$ cat config.mk
export PLATFORM = sky130hd
export DESIGN_NAME = cmd_gather_frm
export DESIGN_NICKNAME = d
export VERILOG_FILES = /design/src/rtl/cmd_gather_frm.sv
export SDC_FILE = /design/constraint.sdc
export NUM_CORES = 1
export LEC_CHECK = 0
export BUFFER_PORTS_ARGS = -buffer_cell sky130_fd_sc_hd__buf_2
export CAP_MARGIN = 20
export CORE_UTILIZATION = 40
export DETAILED_ROUTE_END_ITERATION = 10
export SYNTH_ARGS = -nofsm -noshare
export SYNTH_HDL_FRONTEND = slang
export SYNTH_SLANG_ARGS = --single-unit
$ cat constraint.sdc
create_clock -name clk -period 6.6 [get_ports clk]
set_clock_uncertainty 0.15 [all_clocks]
set_input_delay 0.99 -clock clk [delete_from_list [all_inputs] [get_ports clk]]
set_output_delay 0.99 -clock clk [all_outputs]
set_load 0.01 [all_outputs]
$ cat src/rtl/cmd_gather_frm.sv
// cmd_gather_frm: collects UART bytes into CMD_BYTES-wide command words.
// A frame may begin with a sync byte and end with an XOR checksum byte. A
// partial frame is dropped after TIMEOUT_TICKS baud ticks with no byte. Good
// commands go to cmd_fifo. Framing, checksum, timeout and drop errors are
// counted in saturating counters.
//
// Ports
//   clk, rst          clock and synchronous active-high reset
//   baud_tick         one pulse per bit period; time base for the timeout
//   rx_valid/rx_data  received byte strobe and value
//   rx_frame_err      uart_rx stop-bit error pulse; no byte is delivered
//   cmd_fifo_full     cmd_fifo cannot accept a write this cycle
//   cmd_fifo_wr_en    one-cycle write strobe
//   cmd_fifo_wr_data  command word, data byte 0 in the MSBs
//   busy              a frame is in progress
//   *_cnt             saturating error counters
module cmd_gather_frm #(
  parameter int unsigned CMD_BYTES     = 4,
  parameter bit          SYNC_EN       = 1'b1,
  parameter logic [7:0]  SYNC_BYTE     = 8'hA5,
  parameter bit          CHKSUM_EN     = 1'b1,
  parameter int unsigned TIMEOUT_TICKS = 20,
  parameter int unsigned CNT_W         = 8
) (
  input  logic                   clk,
  input  logic                   rst,
  input  logic                   baud_tick,
  input  logic                   rx_valid,
  input  logic [7:0]             rx_data,
  input  logic                   rx_frame_err,
  input  logic                   cmd_fifo_full,
  output logic                   cmd_fifo_wr_en,
  output logic [8*CMD_BYTES-1:0] cmd_fifo_wr_data,
  output logic                   busy,
  output logic [CNT_W-1:0]       chk_err_cnt,
  output logic [CNT_W-1:0]       timeout_cnt,
  output logic [CNT_W-1:0]       frame_err_cnt,
  output logic [CNT_W-1:0]       drop_cnt
);

  localparam int unsigned W      = 8 * CMD_BYTES;
  localparam int unsigned IDX_W  = (CMD_BYTES > 1) ? $clog2(CMD_BYTES) : 1;
  localparam int unsigned TICK_W = $clog2(TIMEOUT_TICKS + 1);

  localparam logic [IDX_W-1:0]  LAST_IDX  = IDX_W'(CMD_BYTES - 1);
  localparam logic [TICK_W-1:0] TICK_LAST = TICK_W'(TIMEOUT_TICKS - 1);

  typedef enum logic [1:0] {
    ST_IDLE    = 2'd0,
    ST_COLLECT = 2'd1,
    ST_CHECK   = 2'd2
  } state_e;

  state_e              state_q, state_d;
  logic [IDX_W-1:0]    idx_q, idx_d;
  logic [7:0]          acc_q, acc_d;
  logic [TICK_W-1:0]   tick_q, tick_d;
  logic [W-1:0]        data_q, data_d;
  logic [W-1:0]        wr_data_q, wr_data_d;
  logic                wr_en_q, wr_en_d;
  logic [CNT_W-1:0]    chk_q, tmo_q, fe_q, drop_q;

  logic [W-1:0]        shifted;
  logic [W-1:0]        commit_word;
  logic                commit;
  logic                chk_inc, tmo_inc, fe_inc, drop_inc;

  // The new byte shifts in at the LSB end, so byte 0 ends up in the MSBs
  assign shifted = W'({data_q, rx_data});

  // Next-state, datapath and error-event logic
  always_comb begin
    state_d     = state_q;
    idx_d       = idx_q;
    acc_d       = acc_q;
    tick_d      = tick_q;
    data_d      = data_q;
    wr_data_d   = wr_data_q;
    wr_en_d     = 1'b0;
    commit      = 1'b0;
    commit_word = shifted;
    chk_inc     = 1'b0;
    tmo_inc     = 1'b0;
    fe_inc      = 1'b0;
    drop_inc    = 1'b0;

    case (state_q)
      ST_IDLE: begin
        tick_d = '0;
        if (rx_valid && !rx_frame_err) begin
          if (SYNC_EN) begin
            if (rx_data == SYNC_BYTE) begin
              state_d = ST_COLLECT;
              idx_d   = '0;
              acc_d   = '0;
            end
          end else begin
            data_d = shifted;
            acc_d  = rx_data;
            idx_d  = IDX_W'(1);
            if (CMD_BYTES == 1) begin
              if (CHKSUM_EN) state_d = ST_CHECK;
              else           commit  = 1'b1;
            end else begin
              state_d = ST_COLLECT;
            end
          end
        end
      end

      ST_COLLECT: begin
        if (rx_frame_err) begin
          fe_inc  = 1'b1;
          state_d = ST_IDLE;
        end else if (rx_valid) begin
          data_d = shifted;
          acc_d  = acc_q ^ rx_data;
          idx_d  = idx_q + IDX_W'(1);
          tick_d = '0;
          if (idx_q == LAST_IDX) begin
            if (CHKSUM_EN) state_d = ST_CHECK;
            else           commit  = 1'b1;
          end
        end else if (baud_tick) begin
          if (tick_q == TICK_LAST) begin
            tmo_inc = 1'b1;
            state_d = ST_IDLE;
          end else begin
            tick_d = tick_q + TICK_W'(1);
          end
        end
      end

      ST_CHECK: begin
        if (rx_frame_err) begin
          fe_inc  = 1'b1;
          state_d = ST_IDLE;
        end else if (rx_valid) begin
          state_d = ST_IDLE;
          if (rx_data == acc_q) begin
            commit      = 1'b1;
            commit_word = data_q;
          end else begin
            chk_inc = 1'b1;
          end
        end else if (baud_tick) begin
          if (tick_q == TICK_LAST) begin
            tmo_inc = 1'b1;
            state_d = ST_IDLE;
          end else begin
            tick_d = tick_q + TICK_W'(1);
          end
        end
      end

      default: state_d = ST_IDLE;
    endcase

    // The word is latched even on a drop; only the strobe is withheld
    if (commit) begin
      state_d   = ST_IDLE;
      wr_data_d = commit_word;
      if (cmd_fifo_full) drop_inc = 1'b1;
      else               wr_en_d  = 1'b1;
    end

    if (state_d == ST_IDLE) begin
      tick_d = '0;
      idx_d  = '0;
    end
  end

  // State and datapath registers
  always_ff @(posedge clk) begin
    if (rst) begin
      state_q   <= ST_IDLE;
      idx_q     <= '0;
      acc_q     <= '0;
      tick_q    <= '0;
      data_q    <= '0;
      wr_data_q <= '0;
      wr_en_q   <= 1'b0;
    end else begin
      state_q   <= state_d;
      idx_q     <= idx_d;
      acc_q     <= acc_d;
      tick_q    <= tick_d;
      data_q    <= data_d;
      wr_data_q <= wr_data_d;
      wr_en_q   <= wr_en_d;
    end
  end

  // Saturating error counters
  always_ff @(posedge clk) begin
    if (rst) begin
      chk_q  <= '0;
      tmo_q  <= '0;
      fe_q   <= '0;
      drop_q <= '0;
    end else begin
      if (chk_inc  && (chk_q  != '1)) chk_q  <= chk_q  + CNT_W'(1);
      if (tmo_inc  && (tmo_q  != '1)) tmo_q  <= tmo_q  + CNT_W'(1);
      if (fe_inc   && (fe_q   != '1)) fe_q   <= fe_q   + CNT_W'(1);
      if (drop_inc && (drop_q != '1)) drop_q <= drop_q + CNT_W'(1);
    end
  end

  assign cmd_fifo_wr_en   = wr_en_q;
  assign cmd_fifo_wr_data = wr_data_q;
  assign busy             = (state_q != ST_IDLE);
  assign chk_err_cnt      = chk_q;
  assign timeout_cnt      = tmo_q;
  assign frame_err_cnt    = fe_q;
  assign drop_cnt         = drop_q;

endmodule

### Yosys cells after proc, flatten, opt, wreduce, memory -nomap -nowiden

Cells that the tools add are included.

* flip-flop bits (word level): 114
* bits in latches: 0
* memory bits (writable): 0
* memory bits (read-only): 0
* logic and storage cells: 103
* memories kept: 0

* $add $sub $neg: 6
* $mul: 0
* div/mod/pow operators: 0
* $lt $le $gt $ge: 0
* equality and inequality tests: 16
* shifts and indexed selects: 0
* mux-type cells: 50
* bitwise gates (word level): 3
* reductions and logical operators: 17

Operators with widths (number)
* $mux 32: 4
* $add 8x1->8 const B: 4
* $mux 8: 4
* $ne 8x8->1 const B: 4
* $mux 5: 6
* $mux 2: 14
* $mux 1: 18
* $pmux 8 s2: 1
* $pmux 5 s3: 1
* $ne 2x2->1 const B: 6
* $eq 8x8->1: 1
* $eq 8x8->1 const B: 1
* $xor 8x8->8: 1
* $pmux 2 s3: 1
* $reduce_or 2->1: 3
* $add 5x1->5 const B: 1
* $eq 5x5->1 const B: 1
* $logic_and 1x1->1: 5
* $reduce_and 5->1: 1
* $eq 2x2->1 const B: 2
* $logic_not 2->1: 2
* $pmux 2 s2: 1
* $reduce_and 4->1: 1
* $reduce_bool 2->1: 2
* other kinds (6): 7

### Depth between registers and ports, before layout

Gate-level depths: netlist of run 1.

* depth after elaboration: 9
* mapped depth: 8

### Least setup slack after synthesis of run 1

No wires, ideal clock.

* kind: input -> register
* start point: input rx_frame_err
* end point: register drop_q[4], in the netlist drop_cnt[4]
* arrival: 2.402 ns
* setup slack: 3.977 ns
* cell stages on the path: 6
* path buffers: 1
* path through: and2b_2 nand2_2 or3_1 buf_2 or4_1 a21oi_1

* cells in the longest elaborated chain, start to end: 4

RTL lines
* start: declaration: RTL line 30 `input logic rx_frame_err,`
* $mux 1: RTL line 135 `if (rx_frame_err) begin`
* $mux 1
* $mux 1: RTL line 160 `if (commit) begin`
* $logic_and 1x1->1: RTL line 205 `if (drop_inc && (drop_q != '1)) drop_q <= drop_q + CNT_W'(1);`
* end signal: assignment: RTL line 205
* end: declaration: RTL line 61 `logic [CNT_W-1:0] chk_q, tmo_q, fe_q, drop_q;`

No other way between the ends.
A chain may end at the register's enable or synchronous reset.

### Worst setup path after layout of run 1

* start point: input rx_data[0]
* end point: register drop_q[4], in the netlist drop_cnt[4]

* cells in the longest elaborated chain, start to end: 7

RTL lines
* start: declaration: RTL line 29 `input logic [7:0] rx_data,`
* $eq 8x8->1: RTL line 140 `if (rx_data == acc_q) begin`
* $mux 1: RTL line 140
* $mux 1: RTL line 138 `end else if (rx_valid) begin`
* $mux 1: RTL line 135
* $mux 1
* $mux 1: RTL line 160
* $logic_and 1x1->1: RTL line 205

No other way between the ends.

==> out/results.ini, run 1 <==
[synthesis]
yosysSeqAreaShare=0.468
synth_edf_count=0
synthDistinctLibCells=45
syn-num-nets=615
synth_most_common_cell=nand2_1
avgSynthCellArea_sq_um=8.25
synth_top_flop_cell=dfxtp_1
yosys_warnings=0
synthCells=591
ys_seq_elements=114
synth_area_leaders=dfxtp_1 (47%), nand2_1 (11%), a21oi_1 (8.6%), xnor2_1 (3.1%), nor3b_1 (2.6%)
synth_area_sq_um=4880
synth_top_area_share=0.468
yosys.area.top_type=dfxtp_1
ys_top_cells_by_count=nand2_1 (146), dfxtp_1 (114), a21oi_1 (84), clkbuf_1 (29), nor2_1 (24)
postSynth.asyncResetShare=0

[route]
viasPerCell=5.20
drc=0
drt_first_pass_iters=4
postRouteWirelength_um=11100
post_drt_wl_per_cell_um=13.6
vias=4262
ant_nets=0
drt_iter0_drc=267

[finish]
stdcell_area_sq_um=6030
fin_util=0.517
area_growth_pct=23.6
fill_cells=1121
nNetsFinal=687
n_antenna_cell=0
drive_gt1_frac=0.183

[global_routing]
grt_pass1_wl_um=18800
overflow=0
grt_pass1_vias=3939
gr-usage-all-layers=0.186
antenna_found_initial=0
grt_start_max_net_pins=104

[floorplan]
die_h_um=112
core_sq_um=11700
dieArea_sq_um=12600
start_util=0.418
fp.dieW_um=112
num_io_pins=80
rows=39

[power]
p_leak_uw=0.00229
pwr-share-clk=0.569
switchingPower_uw=327
ir_drop_mv=0.158
internal-power_uw=1340
power_frac_comb=0.017
powerDensity_nw_per_um2=277
p_seq_frac=0.414
switching_share=0.196

[worst_setup_path]
max_stage_delay_ns=0.69
end_kind=flop
arrival_ns=2.98
worstSetupPathType=in2reg
path_cells=buf_2, xnor2_1, nand4_1, or3_1, or4_1, a21oi_1
required_ns=6.78
critPathLaunchType=input port
critPathSlowestCell=or3_1
crit_path_max_fanout=20

[timing]
finalSetupTns_ns=0
fmax_ghz=0.357
fin_crit_ns=2.80
rsz0062_at_grt=no
setup_violations=0
worst_pin_slew_ns=1.05
slew_headroom=0.294
post-route-period-util=0.424
hold_viol=0
drv_slew=0

[place]
gp_congestion=0.792
placed_area_sq_um=5360
io_buffer_count=79
dpl.hpwl_um=7480

[clocking]
cts_resized=0
cts_buffers=17
cts.clk_slew.worst_paths_ns=0.05
cts_tree=done
h-tree-depth=4
cts_hold_buf=0
postCtsSetupRepairBufs=0
clock_path_buffers=2
cts-root-buf=clkbuf_16
cts_sinks=114
clk_latency_ns=0.41

[worst_hold_path]
min_path_type=reg2reg

[run]
cap_violations=0

[status]
status=finished, final reports clean

## worst paths after layout
path	from	end	slack, ns	cells past startpoint
min	cmd_fifo_wr_data[5]	cmd_fifo_wr_data[5]	0.30	2
max reg2reg	drop_cnt[0]	drop_cnt[2]	4.01	6
min reg2reg	cmd_fifo_wr_data[5]	cmd_fifo_wr_data[5]	0.30	2
max	rx_data[0]	drop_cnt[4]	3.80	6
## state kept, by name, indices dropped and copies added, names as in the netlist
register	count
drop_cnt	8
chk_err_cnt	8
data_q	32
tick_q	5
state_q	2
timeout_cnt	8
idx_q	2
cmd_fifo_wr_en	1
cmd_fifo_wr_data	32
frame_err_cnt	8
acc_q	8
## power by group through the flow
stage / combinational (uW) / sequential [uW] / clock [uW]
detailed placement: 28.7 / 703 / 0
CTS: 28.7 / 689 / 966
global placement: 27.9 / 703 / 0
global route: 31.4 / 688 / 1000
floorplan: 16.9 / 703 / 0
finish: 28.6 / 689 / 949
## layout by cell type, fill, tap and decap left out, types with 3 or more instances in the layout
cell and instances:
a211o_1 9, a21oi_1 84, and3_1 3, and4bb_2 3, buf_2 78, buf_4 3
bufinv_16 3, clkbuf_16 17, clkbuf_8 5, dfxtp_1 114, ha_1 10, inv_1 10
mux2i_1 5, nand2_1 146, nand2b_1 8, nand3_1 13, nand4_1 7, nor2_1 24
nor2b_1 4, nor3_1 12, nor3b_1 17, o2111ai_1 3, o211ai_1 6, o21ai_0 10
o31ai_1 8, or3_1 7, or4_1 8, xnor2_1 17, xor2_1 6
## metrics by stage
step	hold WS (ns)	total power, uW	setup WS, ns	std cells
6_report	0.300	1670	3.80	819
5_1_grt	0.320	1720	3.65	819
4_1_cts	0.303	1680	3.63	817
3_5_place_dp	0.296	732	3.20	785
3_3_place_gp	0.293	731	3.26	785
2_1_floorplan	0.282	720	3.98	591
## final cells by class
type                    count  area [sq um]  share of cell area
repair buffers             83           455              0.0756
well taps                 143           179              0.0297
flip-flops and latches    114          2280               0.379
clock buffers              24           502              0.0832
clock inverters             8           124              0.0206
multi-input cells         437          2450               0.406
inverters                  10          37.5             0.00623
## cells by family after synthesis
| kind of cell | count (synthesis) | synth area share |
|---|---|---|
| AOI/OAI and AO/OA | 133 | 0.161 |
| xor gates and xnor gates | 23 | 0.0413 |
| adders and majority gates | 10 | 0.0257 |
| buffers and inverters | 40 | 0.0310 |
| DFF | 114 | 0.468 |
| muxes | 7 | 0.0149 |
| and+or+nand+nor | 264 | 0.258 |
## per-layer routing
layer	track usage	share of wire
met1	0.246	0.50
met5	0	0
met2	0.285	0.45
met3	0.0524	0.038
met4	0.0827	0.015
## worst max-delay path, delay by kind of cell
kind                      cells  cell delay (ns)
and+or+nand+nor               3             1.54
xor gates and xnor gates      1             0.16
AOI/OAI and AO/OA             1             0.15
buffers and inverters         1             0.14
No activity file was read; power rests on OpenSTA's default activity.
==> inputs of run 2 (changes only) <==
==> constraint.sdc (replaced) <==
create_clock -name clk -period 2.65 [get_ports clk]
set_clock_uncertainty 0.15 [all_clocks]
set_input_delay 0.3975 -clock clk [delete_from_list [all_inputs] [get_ports clk]]
set_output_delay 0.3975 -clock clk [all_outputs]
set_load 0.01 [all_outputs]
==> out/results.ini, run 2 (synthesized netlist as in run 1, its figures left out) <==
[global_routing]
overflow=0
gr-usage-all-layers=0.193
grt_pass1_wl_um=19300
antenna_found_initial=0
grt_start_max_net_pins=60
grt_pass1_vias=4012

[worst_setup_path]
worstSetupPathType=reg2reg
r2r-end=drop_cnt[4]
critPathSlowestCell=or3_1
end_kind=flop
max_stage_delay_ns=0.59
crit_path_max_fanout=14
r2r_setup_slack_ns=0.23
arrival_ns=2.60
reg2reg_depth=6
path_cells=inv_1, ha_1, nand2_2, or3_1, or4_1, a21oi_1
r2r_start=state_q[0]
required_ns=2.83
critPathLaunchType=flop

[timing]
hold_viol=0
rsz0062_at_grt=no
slew_headroom=0.517
post-route-period-util=0.913
setup_violations=0
fin_crit_ns=2.42
worst_pin_slew_ns=0.723
drv_slew=0
fmax_ghz=0.413
finalSetupTns_ns=0

[power]
p_total_uw=3910
p_leak_uw=0.00227
powerDensity_nw_per_um2=654
ir_drop_mv=0.312

[finish]
final_cells=824
stdcell_area_sq_um=5970
nNetsFinal=693
drive_gt1_frac=0.191
fill_cells=1111
final_cell_mix=nand2_1 (146), dfxtp_1 (114), a21oi_1 (84)
layout_commonest_cell=nand2_1
area_growth_pct=22.5
n_antenna_cell=0

[floorplan]
fp.dieW_um=112
die_h_um=112
core_sq_um=11700
start_util=0.418
rows=39
dieArea_sq_um=12600
num_io_pins=80

[clocking]
h-tree-depth=4
cts_sinks=114
clock_path_buffers=2
cts-root-buf=clkbuf_16
cts_hold_buf=0
postCtsSetupRepairBufs=0
cts.clk_slew.worst_paths_ns=0.05
cts_buffers=17
clk_latency_ns=0.41
cts_resized=0
cts_tree=done

[route]
viasPerCell=5.18
drt_first_pass_iters=4
drt_iter0_drc=246
postRouteWirelength_um=11400
post_drt_wl_per_cell_um=13.8
vias=4268
ant_nets=0
drc=0

[place]
dpl.hpwl_um=7770
dp_cells=793
io_buffer_count=79
gp_congestion=0.780
placed_area_sq_um=5420

[worst_hold_path]
min_from=cmd_fifo_full
hold_end=cmd_fifo_wr_en
min_path_type=in2reg
holdPathStages=2

[status]
status=finished, final reports clean

[run]
cap_violations=0

## run 2: critical path: cells and delay by family (launching register included)
family	cells	cell delay, ns
compound gates	1	0.15
fa+ha+maj	1	0.29
buf+inv	1	0.12
flops	1	0.35
simple gates	3	1.28
## run 2: how the worst max path moves through the flow
stage / from / to / slack, ns / cells past startpoint
floorplan: state_q[1] / acc_q[0] / 0.57 / 8
global placement: rx_data[0] / drop_cnt[3] / 0.26 / 6
detailed placement: rx_data[0] / drop_cnt[4] / 0.19 / 6
CTS: state_q[0] / drop_cnt[4] / 0.24 / 6
global route: state_q[0] / drop_cnt[6] / 0.1 / 6
finish: state_q[0] / drop_cnt[4] / 0.23 / 6
## run 2: area by class of cell
cell class | count | area (sq um) | area share
sequential | 114 | 2280 | 0.382
clock buffer | 21 | 470 | 0.0787
timing repair buffer | 89 | 473 | 0.0792
tap | 143 | 179 | 0.0299
multi-input combinational | 437 | 2450 | 0.410
inverter | 10 | 37.5 | 0.00628
clock inverter | 10 | 85.1 | 0.0142
## run 2: routing by layer
metal  vias up  track usage  wire length [um]
met5         -            0                 0
met4         0       0.0889               134
met3        10       0.0594               556
met2        84        0.299              5260
met1      1978        0.247              5430
li1       2196            -                 -
## run 2: where the power goes
group | leakage (uW) | internal, uW | switching, uW
Combinational | 0.00109 | 23.5 | 50.8
Clock | 0.000267 | 1350 | 773
Sequential | 0.000918 | 1720 | 0.0644
## run 2: per-stage QoR
step                setup WS (ns)  utilization  hold slack, ns
global route               0.0973        0.512          0.0271
floorplan                   0.575            -           0.282
CTS                         0.243        0.512          0.0133
finish                      0.229        0.512          0.0367
global placement            0.264        0.465           0.291
detailed placement          0.188        0.465           0.294
